===== config.mk =====
export PLATFORM = sky130hd
export DESIGN_NAME = reg_dump_flat
export DESIGN_NICKNAME = d
export VERILOG_FILES = /design/src/rtl/reg_dump_pkg.sv /design/src/rtl/reg_dump_if.sv /design/src/rtl/reg_dump_ctr.sv /design/src/rtl/reg_dump.sv /design/src/flat_wrapper.sv
export SDC_FILE = /design/constraint.sdc
export NUM_CORES = 1
export LEC_CHECK = 0
export BUFFER_PORTS_ARGS = -buffer_cell sky130_fd_sc_hd__clkbuf_2
export CORE_ASPECT_RATIO = 0.8
export CORE_MARGIN = 4
export CORE_UTILIZATION = 30
export CTS_CLUSTER_DIAMETER = 40
export DETAILED_ROUTE_END_ITERATION = 8
export GPL_ROUTABILITY_DRIVEN = 0
export PLACE_DENSITY = 0.56
export SYNTH_ARGS = -nofsm -noshare
export SYNTH_HDL_FRONTEND = slang
export SYNTH_HIERARCHICAL = 1
export SYNTH_SLANG_ARGS = --single-unit

===== constraint.sdc =====
create_clock -name clk -period 3.01 [get_ports clk]
set_input_delay 0.602 -clock clk [delete_from_list [all_inputs] [get_ports clk]]
set_output_delay 0.602 -clock clk [all_outputs]
set_load 0.01 [all_outputs]

===== src/rtl/reg_dump_pkg.sv =====
// rtl/reg_dump_pkg.sv - shared types and constants for the register dump engine (REG_DUMP_SKIP_ZR_EN)
package reg_dump_pkg;

    localparam int DATA_W_DEF = 64;
    localparam int NREGS_DEF  = 32;
    localparam int IDX_W_DEF  = $clog2(NREGS_DEF);
    localparam int ZR_IDX     = NREGS_DEF - 1;

    typedef enum logic [1:0] {
        ST_IDLE = 2'd0,
        ST_LOAD = 2'd1,
        ST_SEND = 2'd2,
        ST_DONE = 2'd3
    } state_t;

    // The zero register sits at the top of the file, so skipping it just pulls the last index down by one.
    function automatic int last_idx(input int nregs);
`ifdef REG_DUMP_SKIP_ZR_EN
        return nregs - 2;
`else
        return nregs - 1;
`endif
    endfunction

endpackage


===== src/rtl/reg_dump_if.sv =====
// rtl/reg_dump_if.sv - register-file read port and dump beat stream bundle
interface reg_dump_if #(
    parameter int DATA_W = 64,
    parameter int IDX_W  = 5
);
    logic              start;
    logic [IDX_W-1:0]  ra;
    logic [DATA_W-1:0] rd;
    logic              out_valid;
    logic              out_ready;
    logic [DATA_W-1:0] out_data;
    logic [IDX_W-1:0]  out_idx;
    logic              busy;
    logic              done;

    modport master (
        input  start, rd, out_ready,
        output ra, out_valid, out_data, out_idx, busy, done
    );

    modport slave (
        output start, rd, out_ready,
        input  ra, out_valid, out_data, out_idx, busy, done
    );
endinterface


===== src/rtl/reg_dump_ctr.sv =====
// rtl/reg_dump_ctr.sv - register index counter with clear, increment and last-index flag
module reg_dump_ctr #(
    parameter int IDX_W = 5,
    parameter int LAST  = 31
) (
    input  logic             clk,
    input  logic             reset,
    input  logic             clr,
    input  logic             inc,
    output logic [IDX_W-1:0] idx,
    output logic             last
);

    always_ff @(posedge clk) begin
        if (reset || clr) begin
            idx <= '0;
        end else if (inc) begin
            idx <= idx + 1'b1;
        end
    end

    assign last = (idx == IDX_W'(LAST));

endmodule


===== src/rtl/reg_dump.sv =====
// rtl/reg_dump.sv - scans the register file and streams one beat per register (REG_DUMP_SKIP_ZR_EN drops the zero register)
module reg_dump
    import reg_dump_pkg::*;
#(
    parameter int DATA_W = DATA_W_DEF,
    parameter int NREGS  = NREGS_DEF
) (
    input  logic        clk,
    input  logic        reset,
    reg_dump_if.master  bus
);

    localparam int IDX_W = $clog2(NREGS);
    localparam int LAST  = last_idx(NREGS);

    state_t            state_q, state_d;
    logic              ctr_clr, ctr_inc, ctr_last;
    logic [IDX_W-1:0]  idx;
    logic              load_beat, clear_valid;
    logic              valid_q;
    logic [DATA_W-1:0] data_q;
    logic [IDX_W-1:0]  idx_q;

    reg_dump_ctr #(.IDX_W(IDX_W), .LAST(LAST)) u_ctr (
        .clk   (clk),
        .reset (reset),
        .clr   (ctr_clr),
        .inc   (ctr_inc),
        .idx   (idx),
        .last  (ctr_last)
    );

    always_ff @(posedge clk) begin
        if (reset) begin
            state_q <= ST_IDLE;
        end else begin
            state_q <= state_d;
        end
    end

    always_comb begin
        state_d     = state_q;
        ctr_clr     = 1'b0;
        ctr_inc     = 1'b0;
        load_beat   = 1'b0;
        clear_valid = 1'b0;
        case (state_q)
            ST_IDLE: begin
                if (bus.start) begin
                    ctr_clr = 1'b1;
                    state_d = ST_LOAD;
                end
            end
            ST_LOAD: begin
                load_beat = 1'b1;
                state_d   = ST_SEND;
            end
            ST_SEND: begin
                if (valid_q && bus.out_ready) begin
                    clear_valid = 1'b1;
                    if (ctr_last) begin
                        state_d = ST_DONE;
                    end else begin
                        ctr_inc = 1'b1;
                        state_d = ST_LOAD;
                    end
                end
            end
            ST_DONE: begin
                state_d = ST_IDLE;
            end
            default: begin
                state_d = ST_IDLE;
            end
        endcase
    end

    // The read port is combinational, so rd is captured in the same cycle ra presents the index.
    always_ff @(posedge clk) begin
        if (reset) begin
            valid_q <= 1'b0;
            data_q  <= '0;
            idx_q   <= '0;
        end else if (load_beat) begin
            valid_q <= 1'b1;
            data_q  <= bus.rd;
            idx_q   <= idx;
        end else if (clear_valid) begin
            valid_q <= 1'b0;
        end
    end

    assign bus.ra        = idx;
    assign bus.out_valid = valid_q;
    assign bus.out_data  = data_q;
    assign bus.out_idx   = idx_q;
    assign bus.busy      = (state_q != ST_IDLE);
    assign bus.done      = (state_q == ST_DONE);

endmodule


===== src/flat_wrapper.sv =====
// flat-port wrapper written by rule: the top's interface ports become plain ports
module reg_dump_flat import reg_dump_pkg::*;
#(
    parameter int DATA_W = DATA_W_DEF,
    parameter int NREGS  = NREGS_DEF
)
  (clk, reset, bus_start, bus_rd, bus_out_ready, bus_ra, bus_out_valid, bus_out_data, bus_out_idx, bus_busy, bus_done);
  reg_dump_if #(.DATA_W(DATA_W)) bus_i ();
  input  logic clk;
  input  logic reset;
  input wire logic [$bits(bus_i.start)-1:0] bus_start;
  input wire logic [$bits(bus_i.rd)-1:0] bus_rd;
  input wire logic [$bits(bus_i.out_ready)-1:0] bus_out_ready;
  output wire logic [$bits(bus_i.ra)-1:0] bus_ra;
  output wire logic [$bits(bus_i.out_valid)-1:0] bus_out_valid;
  output wire logic [$bits(bus_i.out_data)-1:0] bus_out_data;
  output wire logic [$bits(bus_i.out_idx)-1:0] bus_out_idx;
  output wire logic [$bits(bus_i.busy)-1:0] bus_busy;
  output wire logic [$bits(bus_i.done)-1:0] bus_done;
  assign bus_i.start = bus_start;
  assign bus_i.rd = bus_rd;
  assign bus_i.out_ready = bus_out_ready;
  assign bus_ra = bus_i.ra;
  assign bus_out_valid = bus_i.out_valid;
  assign bus_out_data = bus_i.out_data;
  assign bus_out_idx = bus_i.out_idx;
  assign bus_busy = bus_i.busy;
  assign bus_done = bus_i.done;
  reg_dump #(.DATA_W(DATA_W), .NREGS(NREGS)) u_core (.clk(clk), .reset(reset), .bus(bus_i));
endmodule

## Word-level counts from Yosys, hierarchy flattened

Cells that the tools add are included.

- Register bits: 77
- Output and inout port bits: 77
- Bits of input ports: 68
- Word-level logic and storage cells: 32

- Multiplexer cells: 14
- Reduce and logical (&&, ||, !) cells: 6
- $add $sub $neg: 1
- Equality and inequality tests: 6

Operators with widths:

| operator | number |
|---|---|
| 1-bit 2-to-1 mux | 10 |
| 2-bit case mux with 4 select lines | 1 |
| 2-bit 2-to-1 mux | 3 |
| 5-bit by 1-bit adder with 5-bit output, second input constant | 1 |
| 5-bit equality test, second input constant | 1 |
| 2-bit equality test, second input constant | 2 |
| 2-bit nonzero test | 2 |
| 2-bit by 1-bit equality test with 1-bit output, second input constant | 1 |
| 2-bit zero test | 1 |
| 2-bit by 1-bit != test with 1-bit output, second input constant | 1 |
| 2-bit != test, second input constant | 1 |
| 2-bit AND reduction | 1 |
| 1-bit logical AND | 1 |
| 1-bit logical OR | 1 |

## Logic depth before layout (Yosys ltp)

Gate-level depths: netlist (run 1).

- Depth after elaboration: 5
- Mapped depth: 8

## Hierarchy

The synthesis (run 1) kept the hierarchy.

By module, submodules not included:

| module | area an instance (sq um) | instances | cells an instance |
|---|---|---|---|
| reg_dump | 2,546.2 | 1 | 319 |
| reg_dump_ctr | 260.2 | 1 | 23 |

## Least setup slack after synthesis (run 1)

No wires, ideal clock.

- Path type: register to register
- Start point: register u_core.u_ctr.idx[0]
- End point: register u_core.u_ctr.idx[3]
- Buffers on the path: 1
- Data arrival time: 1.863 ns
- Stages on the path, launching flop included: 9
- Setup slack: 1.025 ns
- Clock period less this slack: 1.985 ns
- Required time: 2.889 ns
- Cell sequence: dfxtp_1 > ha_1 > and3_1 > ha_1 > nand3b_1 > nor3b_1 > buf_6 > nand4_4 > mux2_4

- Longest elaborated chain between the ends: 4
- Elaborated cells between the ends (all ways): 5

RTL lines:

| element | line | text |
|---|---|---|
| start: declaration | reg_dump_ctr.sv:10 | `output logic [IDX_W-1:0] idx,` |
| start signal: assignment | reg_dump_ctr.sv:18 | `idx <= idx + 1'b1;` |
| 5-bit equality test | reg_dump_ctr.sv:22 | `assign last = (idx == IDX_W'(LAST));` |
| named net u_core.ctr_last | reg_dump.sv:17 | `logic ctr_clr, ctr_inc, ctr_last;` |
| 1-bit 2-to-1 mux | reg_dump.sv:61 | `if (ctr_last) begin` |
| 1-bit 2-to-1 mux | reg_dump.sv:59 | `if (valid_q && bus.out_ready) begin` |
| 1-bit 2-to-1 mux | reg_dump.sv:47 | `case (state_q)` |
| named net u_core.ctr_inc | reg_dump.sv:17 |  |

The timed path passes the listed nets, and every way through them passes these cells.
A chain may end at the register's enable or synchronous reset.

## Worst setup path after layout (run 1)

Same ends and word-level chain as after synthesis.

==> metrics, run 1 <==
status=finished clean; final setup violating endpoints=0; worst r2r dst=u_core/u_ctr/idx[3]; gate count after technology mapping=342; Pleak=roughly 1.8 nW; TritonRoute pass-1 iters=4; Worst-Skew Late Latency=between 0.3 and 0.4 ns; final-report max-slew violation count=0; Sw Ratio=a little over a fifth; shortest clock period the worst path allows after layout=around 2 ns; number of synthesized register bits=slightly below 80; Final ANT Viol Nets=0; CTS tree=built; setup total negative slack=0 ns; unrepaired setup endpoints after global routing=no; headroom to the max-slew limit=a little over half; H-tree depth=3; worst supply voltage drop on vdd=0.303 mV; Post-synth top flop=sky130_fd_sc_hd__dfxtp_1; vias in the first global route=2507; critical path, cell by cell=ha_1, and3_1, ha_1, nand3b_1, nor3b_1, buf_4, nand4_4, mux2_4; Detailed Place HPWL=5160 um; Post CTS Setup Buffer Count=0; Cell variety after synth=29; share of flip-flops with an asynchronous set or reset after synthesis=0%; total number of vias=2637; number of instances resized during post-cts repair=0; share of final-layout standard cells stronger than drive strength 1=roughly a third; CP max-delay cell=sky130_fd_sc_hd__dfxtp_1; buffer cell driving the clock tree root=sky130_fd_sc_hd__clkbuf_16; Tightest Hold Check Type=reg -> reg; share of total power in combinational logic=under 10%; count of boundary I/O pins=around 150; net switching component of the power=0.566 mW; number of max-cap violations=0; fill cell total of the finished layout=about 920; clock buffer count from CTS=9; count of flip-flops with a built-in enable after synthesis=0; Sinks on Clock Net=77; internal power=roughly 2.1 mW; fraction of power consumed by sequential logic=between 40% and 50%; number of antenna cells inserted=0; worst path arrival time=about 2.2 ns; destination of the worst hold path=u_core/bus.out_data[23]; required time at the endpoint of the critical path=approximately 3.2 ns; clock slew seen by the registers of the worst setup and hold paths=roughly 0.06 ns; overall fraction of global-route tracks in use=approximately an eighth; Placeable Area=9080 um2; R2R setup slack=1.0 ns; top library cells by usage in the layout, fill and taps aside=144 x sky130_fd_sc_hd__clkbuf_2, 138 x sky130_fd_sc_hd__nand2_1, 77 x sky130_fd_sc_hd__dfxtp_1; average instance area after synthesis=about 8.2 um2; die footprint=between 10000 and 15000 um2; initial antenna violation count=0; overall die width=between 100 and 150 um; maximum fanout along the worst path=6; drt first-iter violations=approximately 160; pwr/cell area=between 600 and 700 nW/um2; vias per std cell=about 4.4; number of cells on the worst hold path=2; portion of the clock cycle consumed by the worst path in the final layout=66.8%; kind of launch point of the worst setup path=register; count of buffers inserted at the top-level ports=around 140; area delta synth->final=39.9%; min-delay src=u_core/bus.out_data[23]; nets=548; Initial Util=30.9%; worst setup path category=reg -> reg; Critical Path Most Common Cell=sky130_fd_sc_hd__ha_1; slowest stage delay, CP=between 0.3 and 0.4 ns; reg2reg start=u_core/u_ctr/idx[0]; part of the total power dissipated in the clock network=~49%; most frequent standard cell in the layout excluding fill and tap cells=sky130_fd_sc_hd__clkbuf_2; sum of overflow across all layers after global routing=0; summed instance area of the synthesized netlist=about 2800 um2; power consumption=about 2.6 mW; num rows=31; wire length per cell after detailed routing=about 12 um; sequential fraction of the synthesis area=a little over half; Die Y-Extent=approximately 95 um; number of cell instances on the worst register-to-register path=8; Worst setup EP type=register; syn_nets=roughly 400; final hold viol count=0; f_max=slightly below 500 MHz; wire length of the first global-routing pass=11600 um; drt drc=0; post-route clock skew=0.00551 ns; Worst Tran Pin Value=0.705 ns; number of buffers inserted by hold repair at cts=0; largest net degree at the start of global routing=57; clock tree buffer depth=2; wire length after detailed routing=7220 um; number of warning messages in the yosys log=6
[critical path, delay by kind of cell, from the launching register on]
family / cells / cell delay (ns)
AND/OR/NAND/NOR: 4 / 0.63
adder cells (fa/ha/maj): 2 / 0.41
flip-flops: 1 / 0.38
buffers and inverters: 1 / 0.19
multiplexers: 1 / 0.30
[power groups by stage]
stage / Combinational, mW / Sequential, mW / Clock, mW
after global placement: 0.249 / 1.11 / 0
after CTS: 0.251 / 1.09 / 1.35
final: 0.246 / 1.09 / 1.31
after global routing: 0.277 / 1.10 / 1.39
after detailed placement: 0.250 / 1.12 / 0
after floorplan: 0.125 / 1.13 / 0
[registers in the layout, summed over array words and instances, names as in the netlist]
signal,cells
u_core/bus.out_data,64
u_core/u_ctr/idx,5
u_core/bus.out_idx,5
u_core/bus.out_valid,1
u_core/state_q,2
[worst max-delay path by stage]
stage / from / end / slack (ns)
finish: u_core/u_ctr/idx[0] / u_core/u_ctr/idx[3] / 1.0
global route: u_core/u_ctr/idx[0] / u_core/u_ctr/idx[3] / 0.85
CTS: u_core/u_ctr/idx[0] / u_core/u_ctr/idx[3] / 0.99
detailed placement: u_core/u_ctr/idx[0] / u_core/u_ctr/idx[3] / 1.01
global placement: u_core/u_ctr/idx[0] / u_core/u_ctr/idx[3] / 1.02
floorplan: u_core/u_ctr/idx[0] / u_core/u_ctr/idx[3] / 1.03
[per-stage QoR]
stage | cell area [um2] | instances | hold WS [ns] | worst slack [ns] | utilization (%)
CTS | 3930 | 597 | 0.453 | 0.988 | 43.3
global route | 3930 | 597 | 0.467 | 0.850 | 43.3
global placement | 3560 | 582 | 0.441 | 1.02 | 39.3
finish | 3930 | 597 | 0.450 | 1.00 | 43.3
detailed placement | 3560 | 582 | 0.445 | 1.01 | 39.3
floorplan | 2810 | 342 | 0.481 | 1.03 | -
[cells by family (layout without fill, tap and decap cells)]
family                   Yosys count  after routing  share of synthesized area (%)
AND/OR/NAND/NOR                  159            159                           23.3
flip-flops                        77             77                           54.9
AO/OA/AOI/OAI                     74             74                           13.5
buffers and inverters             26            166                           5.89
multiplexers                       3              3                           1.25
adder cells (fa/ha/maj)            2              2                          0.892
XOR/XNOR                           1              1                          0.312
[synth_stat cells, types with 2 or more instances]
cell type	count	area [um2]
sky130_fd_sc_hd__buf_4	8	60.1
sky130_fd_sc_hd__mux2i_1	2	20.0
sky130_fd_sc_hd__nor2b_1	2	12.5
sky130_fd_sc_hd__nor3b_1	3	22.5
sky130_fd_sc_hd__nand3b_1	2	15.0
sky130_fd_sc_hd__buf_8	2	30.0
sky130_fd_sc_hd__buf_2	6	30.0
sky130_fd_sc_hd__a21oi_1	71	355
sky130_fd_sc_hd__clkbuf_1	7	26.3
sky130_fd_sc_hd__dfxtp_1	77	1540
sky130_fd_sc_hd__nor2_1	6	22.5
sky130_fd_sc_hd__ha_1	2	25.0
sky130_fd_sc_hd__nand2_1	138	518
[routing by layer]
layer | vias up | track usage (%) | wire [um]
met3 | 5 | 6.41 | 783
met4 | 0 | 3.48 | 64
met2 | 95 | 20.8 | 3220
met1 | 1164 | 16.3 | 3150
li1 | 1373 | - | -
met5 | - | 0 | 0
[area by class of cell]
class / instances / area [um2] / share of cell area (%)
sequential: 77 / 1540 / 39.2
clock inverter: 4 / 120 / 3.06
clock buffer: 11 / 243 / 6.18
timing repair buffer: 150 / 766 / 19.5
tap: 115 / 144 / 3.66
multi-input combinational: 239 / 1110 / 28.3
inverter: 1 / 3.75 / 0.0956
No activity file was read; power rests on OpenSTA's default activity.
==> run 2, diff against run 1 <==
--- a/config.mk
+++ b/config.mk
@@ -5,6 +5,7 @@
 export SDC_FILE = /design/constraint.sdc
 export NUM_CORES = 1
 export LEC_CHECK = 0
+export ABC_AREA = 1
 export BUFFER_PORTS_ARGS = -buffer_cell sky130_fd_sc_hd__clkbuf_2
 export CORE_ASPECT_RATIO = 0.8
 export CORE_MARGIN = 4
@@ -12,7 +13,7 @@
 export CTS_CLUSTER_DIAMETER = 40
 export DETAILED_ROUTE_END_ITERATION = 8
 export GPL_ROUTABILITY_DRIVEN = 0
-export PLACE_DENSITY = 0.56
+export PLACE_DENSITY = 0.58
 export SYNTH_ARGS = -nofsm -noshare
 export SYNTH_HDL_FRONTEND = slang
 export SYNTH_HIERARCHICAL = 1
==> constraint.sdc (replaced) <==
create_clock -name clk -period 1.7 [get_ports clk]
set_input_delay 0.34 -clock clk [delete_from_list [all_inputs] [get_ports clk]]
set_output_delay 0.34 -clock clk [all_outputs]
set_load 0.01 [all_outputs]
==> run 2 against run 1 <==
Net effect:
- via count is 3.4% higher
- wire length is 2.5% higher
- cell count is 3.7% higher
- worst hold slack worse by 0.22 ns
- power is 100% higher
- first-iteration DRC count is 2.5% higher
- critical endpoint unchanged
- clock power is 68% higher
- highest routed layer unchanged
- critical path depth is 1 higher
- clock skew is 0.00069 ns lower
==> metrics, run 2 <==
setup total negative slack=0 ns (unchanged); CTS tree=built; largest net degree at the start of global routing=49 (-14%); Post-DP Area=3600 um2 (+0.88%); number of antenna cells inserted=0 (unchanged); portion of the clock cycle consumed by the worst path in the final layout=89.0% (+22 points); sum of overflow across all layers after global routing=0 (unchanged); overall fraction of global-route tracks in use=14.0% (+0.71 points); post-route clock skew=0.00483 ns (-0.000687 ns); CP max-delay cell=sky130_fd_sc_hd__dfxtp_1; library cell with the highest instance count after synthesis=sky130_fd_sc_hd__nor2_1; destination of the worst hold path=u_core/bus.out_data[33]; max FFs per register=64 (unchanged); Cell variety after synth=20 (-31%); number of warning messages in the yosys log=6 (unchanged); share of flip-flops with an asynchronous set or reset after synthesis=0% (unchanged); drt first-iter violations=165 (+2.5%); total number of vias=2727 (+3.4%); worst setup path category=reg -> reg; cell type with the largest total area after synthesis=sky130_fd_sc_hd__dfxtp_1; vias in the first global route=2647 (+5.6%); share of final-layout standard cells stronger than drive strength 1=34.9% (-0.14 points); num rows=31 (unchanged); critical path, cell by cell=ha_1, and3_1, ha_1, nor2_4, nand2_2, nor2_2, nand2_1, nand2_1, nor2_1; initial antenna violation count=0 (unchanged); Worst setup EP type=register; count of buffers inserted at the top-level ports=144 (unchanged); Detailed Place HPWL=5310 um (+2.7%); status=finished clean; TritonRoute pass-1 iters=4 (unchanged); unrepaired setup endpoints after global routing=no; wire length per cell after detailed routing=12.0 um (-1.1%); drt drc=0 (unchanged); shortest clock period the worst path allows after layout=1.51 ns (-0.498 ns); clock slew seen by the registers of the worst setup and hold paths=0.06 ns (about the same); Placeable Area=9040 um2 (-0.43%); average instance area after synthesis=7.85 um2 (-4.4%); worst path arrival time=1.74 ns (-0.48 ns); most frequent standard cell in the layout excluding fill and tap cells=sky130_fd_sc_hd__nor2_1; R2R setup slack=0.19 ns (-0.81 ns); syn_nets=425 (+3.2%); final-report max-slew violation count=0 (unchanged); final hold viol count=0 (unchanged); top library cells by usage in the layout, fill and taps aside=152 x sky130_fd_sc_hd__nor2_1, 144 x sky130_fd_sc_hd__clkbuf_2, 77 x sky130_fd_sc_hd__dfxtp_1; gate count after technology mapping=355 (+3.8%); wire length after detailed routing=7400 um (+2.5%); Final ANT Viol Nets=0 (unchanged); reg2reg start=u_core/u_ctr/idx[0]; worst r2r dst=u_core/u_ctr/idx[3]; sequential fraction of the synthesis area=55.3% (+0.42 points); Worst-Skew Late Latency=0.33 ns (about the same); proportion of netlist area held by the largest area contributor=55.3% (+0.42 points); summed instance area of the synthesized netlist=2790 um2 (-0.76%); count of boundary I/O pins=145 (unchanged); Worst Tran Pin Value=0.424 ns (-0.281 ns); number of max-cap violations=0 (unchanged); wire length of the first global-routing pass=12200 um (+5.5%); headroom to the max-slew limit=71.7% (+19 points); worst supply voltage drop on vdd=0.617 mV (+100%); Tightest Hold Check Type=in -> reg; required time at the endpoint of the critical path=1.92 ns (-1.30 ns); overall die width=116 um (-0.35%); leading cell types by total area after synthesis=sky130_fd_sc_hd__dfxtp_1 55%, sky130_fd_sc_hd__nor2_1 21%, sky130_fd_sc_hd__o21ai_0 11%; final setup violating endpoints=0 (unchanged); Die Y-Extent=94.2 um (-0.35%); area delta synth->final=41.9%; vias per std cell=4.41 (-0.26%); number of synthesized register bits=77 (unchanged); buffer cell driving the clock tree root=sky130_fd_sc_hd__clkbuf_16; top cells by instance count after synthesis=153 x sky130_fd_sc_hd__nor2_1, 77 x sky130_fd_sc_hd__dfxtp_1, 62 x sky130_fd_sc_hd__o21ai_0; f_max=661 MHz (+33%); nets=570 (+4.0%); Initial Util=30.8% (-0.10 points); die footprint=10900 um2 (-0.70%); maximum fanout along the worst path=4 (-2); H-tree depth=3 (unchanged); number of cell instances on the worst register-to-register path=9 (+1); min-delay src=bus_rd[33]; clock tree buffer depth=2 (unchanged); Pleak=2.06 nW (+16%); Post-synth top flop=sky130_fd_sc_hd__dfxtp_1; number of cells on the worst hold path=3 (+1); Sinks on Clock Net=77 (unchanged); pwr/cell area=1360 nW/um2 (+100%); slowest stage delay, CP=0.31 ns (-0.07 ns); count of flip-flops with a built-in enable after synthesis=0 (unchanged); final std cell area, no fill=3950 um2 (+0.61%); kind of launch point of the worst setup path=register; clock buffer count from CTS=9 (unchanged)
-- run 2: changes by cell type after synthesis, sizes merged, moves of 2 or more --
cell / change
nor2: +149
o21ai: +71
nor2b: -2
inv: +7
nand2: -125
buf: -3
mux2i: -2
a21oi: -68
nor3b: -3
nand3b: -2
or2: -2
-- run 2: per-layer routing --
metal	GRT usage (%)	part of all wire, %	up-vias
met5	0	0	-
met4	5.22	1.5	0
met3	4.70	7.9	12
met2	23.4	46	83
met1	16.6	44	1212
li1	-	-	1420
-- run 2: logic make-up (layout without fill, tap and decap cells) --
family / count (synthesis) / count (layout) / share of synthesized area [%]
and+or+nand+nor: 172 / 172 / 23.9
DFF: 77 / 77 / 55.3
AOI/OAI and AO/OA: 75 / 75 / 13.5
buffers and inverters: 29 / 178 / 6.42
adders and majority gates: 2 / 2 / 0.898
-- run 2: worst max path at each step --
| stage | from | endpoint | slack, ns |
|---|---|---|---|
| floorplan | u_core/u_ctr/idx[0] | u_core/u_ctr/idx[3] | 0.003 |
| global route | u_core/u_ctr/idx[0] | u_core/u_ctr/idx[3] | 0.02 |
| global placement | u_core/u_ctr/idx[0] | u_core/u_ctr/idx[3] | 0.13 |
| CTS | u_core/u_ctr/idx[0] | u_core/u_ctr/idx[0] | 0.08 |
| finish | u_core/u_ctr/idx[0] | u_core/u_ctr/idx[3] | 0.19 |
| detailed placement | u_core/u_ctr/idx[0] | u_core/u_ctr/idx[0] | 0.1 |
-- run 2: layout make-up --
type / instances / area (um2)
multi-input cells: 249 / 1070
inverters: 8 / 30.0
clock inverters: 4 / 95.1
fillers: 945 / 5090
clock buffers: 11 / 253
well taps: 115 / 144
flip-flops and latches: 77 / 1540
repair buffers: 155 / 816
-- run 2: critical path: cells and delay by family, from the launching register on --
family	cells	cell delay (ns)
flip-flops	1	0.31
AND/OR/NAND/NOR	7	0.66
adder cells (fa/ha/maj)	2	0.45
-- run 2: where the power goes --
group          switching [mW]  leakage, nW  total (mW)  internal, mW
clock                   0.699        0.172        2.20          1.50
sequential              0.126        0.633        2.19          2.06
combinational           0.595         1.26       0.983         0.388
total                    1.42         2.06        5.37          3.95
-- run 2: stage by stage --
step | util (%) | power (mW) | std cells | hold slack [ns] | setup slack [ns]
2_1_floorplan | - | 2.81 | 355 | 0.409 | 0.00331
3_3_place_gp | 39.8 | 3.20 | 604 | 0.468 | 0.133
3_5_place_dp | 39.8 | 3.22 | 604 | 0.486 | 0.0970
4_1_cts | 43.6 | 5.46 | 619 | 0.216 | 0.0810
5_1_grt | 43.7 | 5.69 | 619 | 0.225 | 0.0215
6_report | 43.7 | 5.37 | 619 | 0.233 | 0.187
-- run 2: what timing repair did --
| item | 4_1_cts | 5_1_grt |
|---|---|---|
| resized for setup | 0 | 2 |
| setup buffers | 0 | 0 |
| hold buffers | 0 | 0 |
| endpoints found under the setup margin | 0 | 4 |
==> run 3, diff against run 2 <==
--- a/config.mk
+++ b/config.mk
@@ -16,5 +16,4 @@
 export PLACE_DENSITY = 0.58
 export SYNTH_ARGS = -nofsm -noshare
 export SYNTH_HDL_FRONTEND = slang
-export SYNTH_HIERARCHICAL = 1
 export SYNTH_SLANG_ARGS = --single-unit
==> constraint.sdc (replaced) <==
create_clock -name clk -period 1.2 [get_ports clk]
set_input_delay 0.24 -clock clk [delete_from_list [all_inputs] [get_ports clk]]
set_output_delay 0.24 -clock clk [all_outputs]
set_load 0.01 [all_outputs]
==> run 3 against run 2 <==
Net effect:
- the flow now finishes with violations (negative setup slack)
- worst hold slack worse by 0.12 ns
- setup slack worse by 0.30 ns
- sequential power is 43% higher
- critical endpoint is now u_core.u_ctr.idx[2]
==> metrics, run 3 <==
unrepaired setup endpoints after global routing=yes; clock buffer count from CTS=9 (unchanged); number of antenna cells inserted=0 (unchanged); xor/xnor cell area share of the yosys netlist=0.320% (+0.32 points); wire length of the first global-routing pass=12600 um (+2.7%); number of synthesized register bits=77 (unchanged); num rows=30 (-3.2%); fill cell total of the finished layout=835 (-12%); shortest clock period the worst path allows after layout=1.31 ns (-0.205 ns); vias per std cell=4.53 (+2.8%); summed instance area of the synthesized netlist=2740 um2 (-1.7%); CTS tree=built; CP max-delay cell=sky130_fd_sc_hd__dfxtp_4; top cells by instance count after synthesis=138 x sky130_fd_sc_hd__nor2_1, 77 x sky130_fd_sc_hd__dfxtp_1, 71 x sky130_fd_sc_hd__o21ai_0; count of boundary I/O pins=145 (unchanged); setup total negative slack=-0.616 ns (-0.616 ns); post-route clock skew=0.00460 ns (-0.000223 ns); count of flip-flops with a built-in enable after synthesis=0 (unchanged); Min Hold Slack=0.113 ns (-0.120 ns); worst supply voltage drop on vdd=0.939 mV (+52%); drt first-iter violations=136 (-18%); number of warning messages in the yosys log=0 (-6); leading cell types by total area after synthesis=sky130_fd_sc_hd__dfxtp_1 56%, sky130_fd_sc_hd__nor2_1 19%, sky130_fd_sc_hd__o21ai_0 13%; sequential fraction of the synthesis area=56.3% (+0.96 points); R2R setup slack=-0.11 ns (-0.30 ns); overall die width=115 um (-0.80%); violated checks=negative setup slack; Worst-Skew Late Latency=0.33 ns (about the same); Placeable Area=8670 um2 (-4.1%); sum of overflow across all layers after global routing=0 (unchanged); status=complete, but fails checks; Reg area=1550 um2 (+0.81%); Pleak=2.09 nW (+1.3%); Post-synth top flop=sky130_fd_sc_hd__dfxtp_1; number of max-cap violations=0 (unchanged); Final ANT Viol Nets=0 (unchanged); Critical Path Most Common Cell=sky130_fd_sc_hd__nand2_1; die footprint=10700 um2 (-1.6%); library cell with the highest instance count after synthesis=sky130_fd_sc_hd__nor2_1; share of flip-flops with an asynchronous set or reset after synthesis=0% (unchanged); critical path capture point=u_core.u_ctr.idx[2]; worst r2r dst=u_core.u_ctr.idx[2]; total number of vias=2848 (+4.4%); vias in the first global route=2551 (-3.6%); cell type with the largest total area after synthesis=sky130_fd_sc_hd__dfxtp_1; post-route setup slack=-0.108 ns (-0.295 ns); final-report max-slew violation count=0 (unchanged); buffer cell driving the clock tree root=sky130_fd_sc_hd__clkbuf_16; worst setup path category=reg -> reg; required time at the endpoint of the critical path=1.46 ns (-0.46 ns); count of buffers inserted at the top-level ports=144 (unchanged); gate count after technology mapping=354 (-0.28%); Initial Util=31.6% (+0.75 points); Worst Tran Pin Value=0.222 ns (-0.202 ns); Detailed Place HPWL=5430 um (+2.4%); average instance area after synthesis=7.73 um2 (-1.4%); worst setup timing slack at the placement stage=-0.162 ns (-0.259 ns); clock slew seen by the registers of the worst setup and hold paths=0.06 ns (about the same); f_max=765 MHz (+16%); largest net degree at the start of global routing=42 (-14%); syn_nets=424 (-0.24%); power consumption=7.31 mW (+36%); portion of the clock cycle consumed by the worst path in the final layout=109% (+20 points); crit path from=u_core.u_ctr.idx[0]; critical path, cell by cell=ha_4, nand2_1, nor2_1, ha_2, inv_2, nand3_2, nor2_4, nand2_1, a21oi_1; Sinks on Clock Net=77 (unchanged); Cell variety after synth=18 (-10%); wire length after detailed routing=8510 um (+15%); area delta synth->final=55.7%; final hold viol count=0 (unchanged); Die Y-Extent=93.4 um (-0.79%); overall fraction of global-route tracks in use=14.5% (+0.52 points); Synth Area in Adders=0.914% (+0.016 points); Synth Area in Compound Gates=14.7% (+1.2 points); number of cell instances on the worst register-to-register path=9 (unchanged); Worst setup EP type=register; maximum fanout along the worst path=5 (+1); footprint of the multi-input gates=1190 um2 (+11%); headroom to the max-slew limit=85.2% (+13 points); top library cells by usage in the layout, fill and taps aside=140 x sky130_fd_sc_hd__clkbuf_2, 126 x sky130_fd_sc_hd__nor2_1, 71 x sky130_fd_sc_hd__dfxtp_1; reg2reg start=u_core.u_ctr.idx[0]; proportion of netlist area held by the largest area contributor=56.3% (+0.96 points); max FFs per register=64 (unchanged); nets=583 (+2.3%); final setup violating endpoints=7 (+7); worst path arrival time=1.57 ns (-0.17 ns); pwr/cell area=1720 nW/um2 (+26%); kind of launch point of the worst setup path=register; post-synthesis mux area share=0% (unchanged); slowest stage delay, CP=0.35 ns (+0.04 ns); wire length per cell after detailed routing=13.5 um (+13%); H-tree depth=3 (unchanged); TritonRoute pass-1 iters=4 (unchanged); simple-gate portion of the synthesized area=23.2% (-0.68 points); Tightest Hold Check Type=in -> reg; most frequent standard cell in the layout excluding fill and tap cells=sky130_fd_sc_hd__clkbuf_2; initial antenna violation count=0 (unchanged); clock tree buffer depth=2 (unchanged); main combinational cell family by area after synthesis=simple AND/OR/NAND/NOR gates; drt drc=0 (unchanged); share of final-layout standard cells stronger than drive strength 1=43.9% (+9.0 points)
[run 3: cell type report]
type                            instances  area share, %
Timing Repair Buffer                  169           25.3
Clock inverter                          2          0.235
Sequential cell                        77           36.5
Tap cell                              112           3.29
Clock buffer                           13           5.87
Inverter                                8          0.881
Multi-Input combinational cell        248           28.0
[run 3: worst min-delay path by stage]
stage | endpoint | start | slack (ns) | cells after the start
finish | u_core.bus.out_data[42] | bus_rd[42] | 0.11 | 3
global route | u_core.bus.out_data[12] | bus_rd[12] | 0.11 | 3
CTS | u_core.state_q[1] | reset | 0.11 | 2
detailed placement | u_core.bus.out_data[17] | bus_rd[17] | 0.47 | 3
global placement | u_core.bus.out_data[52] | bus_rd[52] | 0.46 | 3
floorplan | u_core.bus.out_valid | reset | 0.31 | 1
[run 3: layer usage]
layer  GRT usage, %  wire length, um
met3           8.41              936
met5              0                0
met1           18.9             3850
met4           3.32              100
met2           20.6             3620
[run 3: power breakdown]
group | internal, mW | total (mW) | switching, mW
clock network | 1.44 | 2.43 | 0.992
logic | 0.775 | 1.76 | 0.981
registers | 2.92 | 3.13 | 0.203
[run 3: repair_timing]
item / CTS / global route
hold buffers: 0 / 0
cloned: 0 / 5
pin swaps: 2 / 24
setup endpoints to repair: 9 / 78
setup buffers: 1 / 5
gates resized for setup: 14 / 69
[run 3: cell families (layout without fill, tap and decap cells)]
family,count (synthesis),after routing
adder cells (fa/ha/maj),2,2
AND/OR/NAND/NOR,165,165
flip-flops,77,77
buffers and inverters,29,192
XOR/XNOR,1,1
AO/OA/AOI/OAI,80,80
[run 3: stage by stage]
step / std cells / area (um2) / util [%]
3_3_place_gp: 604 / 3670 / 42.4
6_report: 629 / 4260 / 49.2
4_1_cts: 620 / 3970 / 45.8
3_5_place_dp: 604 / 3670 / 42.4
2_1_floorplan: 354 / 2760 / -
5_1_grt: 629 / 4260 / 49.2
[run 3: critical path, delay by kind of cell (launching register included)]
| kind | cells | cell delay (ns) |
|---|---|---|
| AO/OA/AOI/OAI | 1 | 0.12 |
| adder cells (fa/ha/maj) | 2 | 0.33 |
| buffers and inverters | 1 | 0.05 |
| flip-flops | 1 | 0.35 |
| AND/OR/NAND/NOR | 5 | 0.37 |
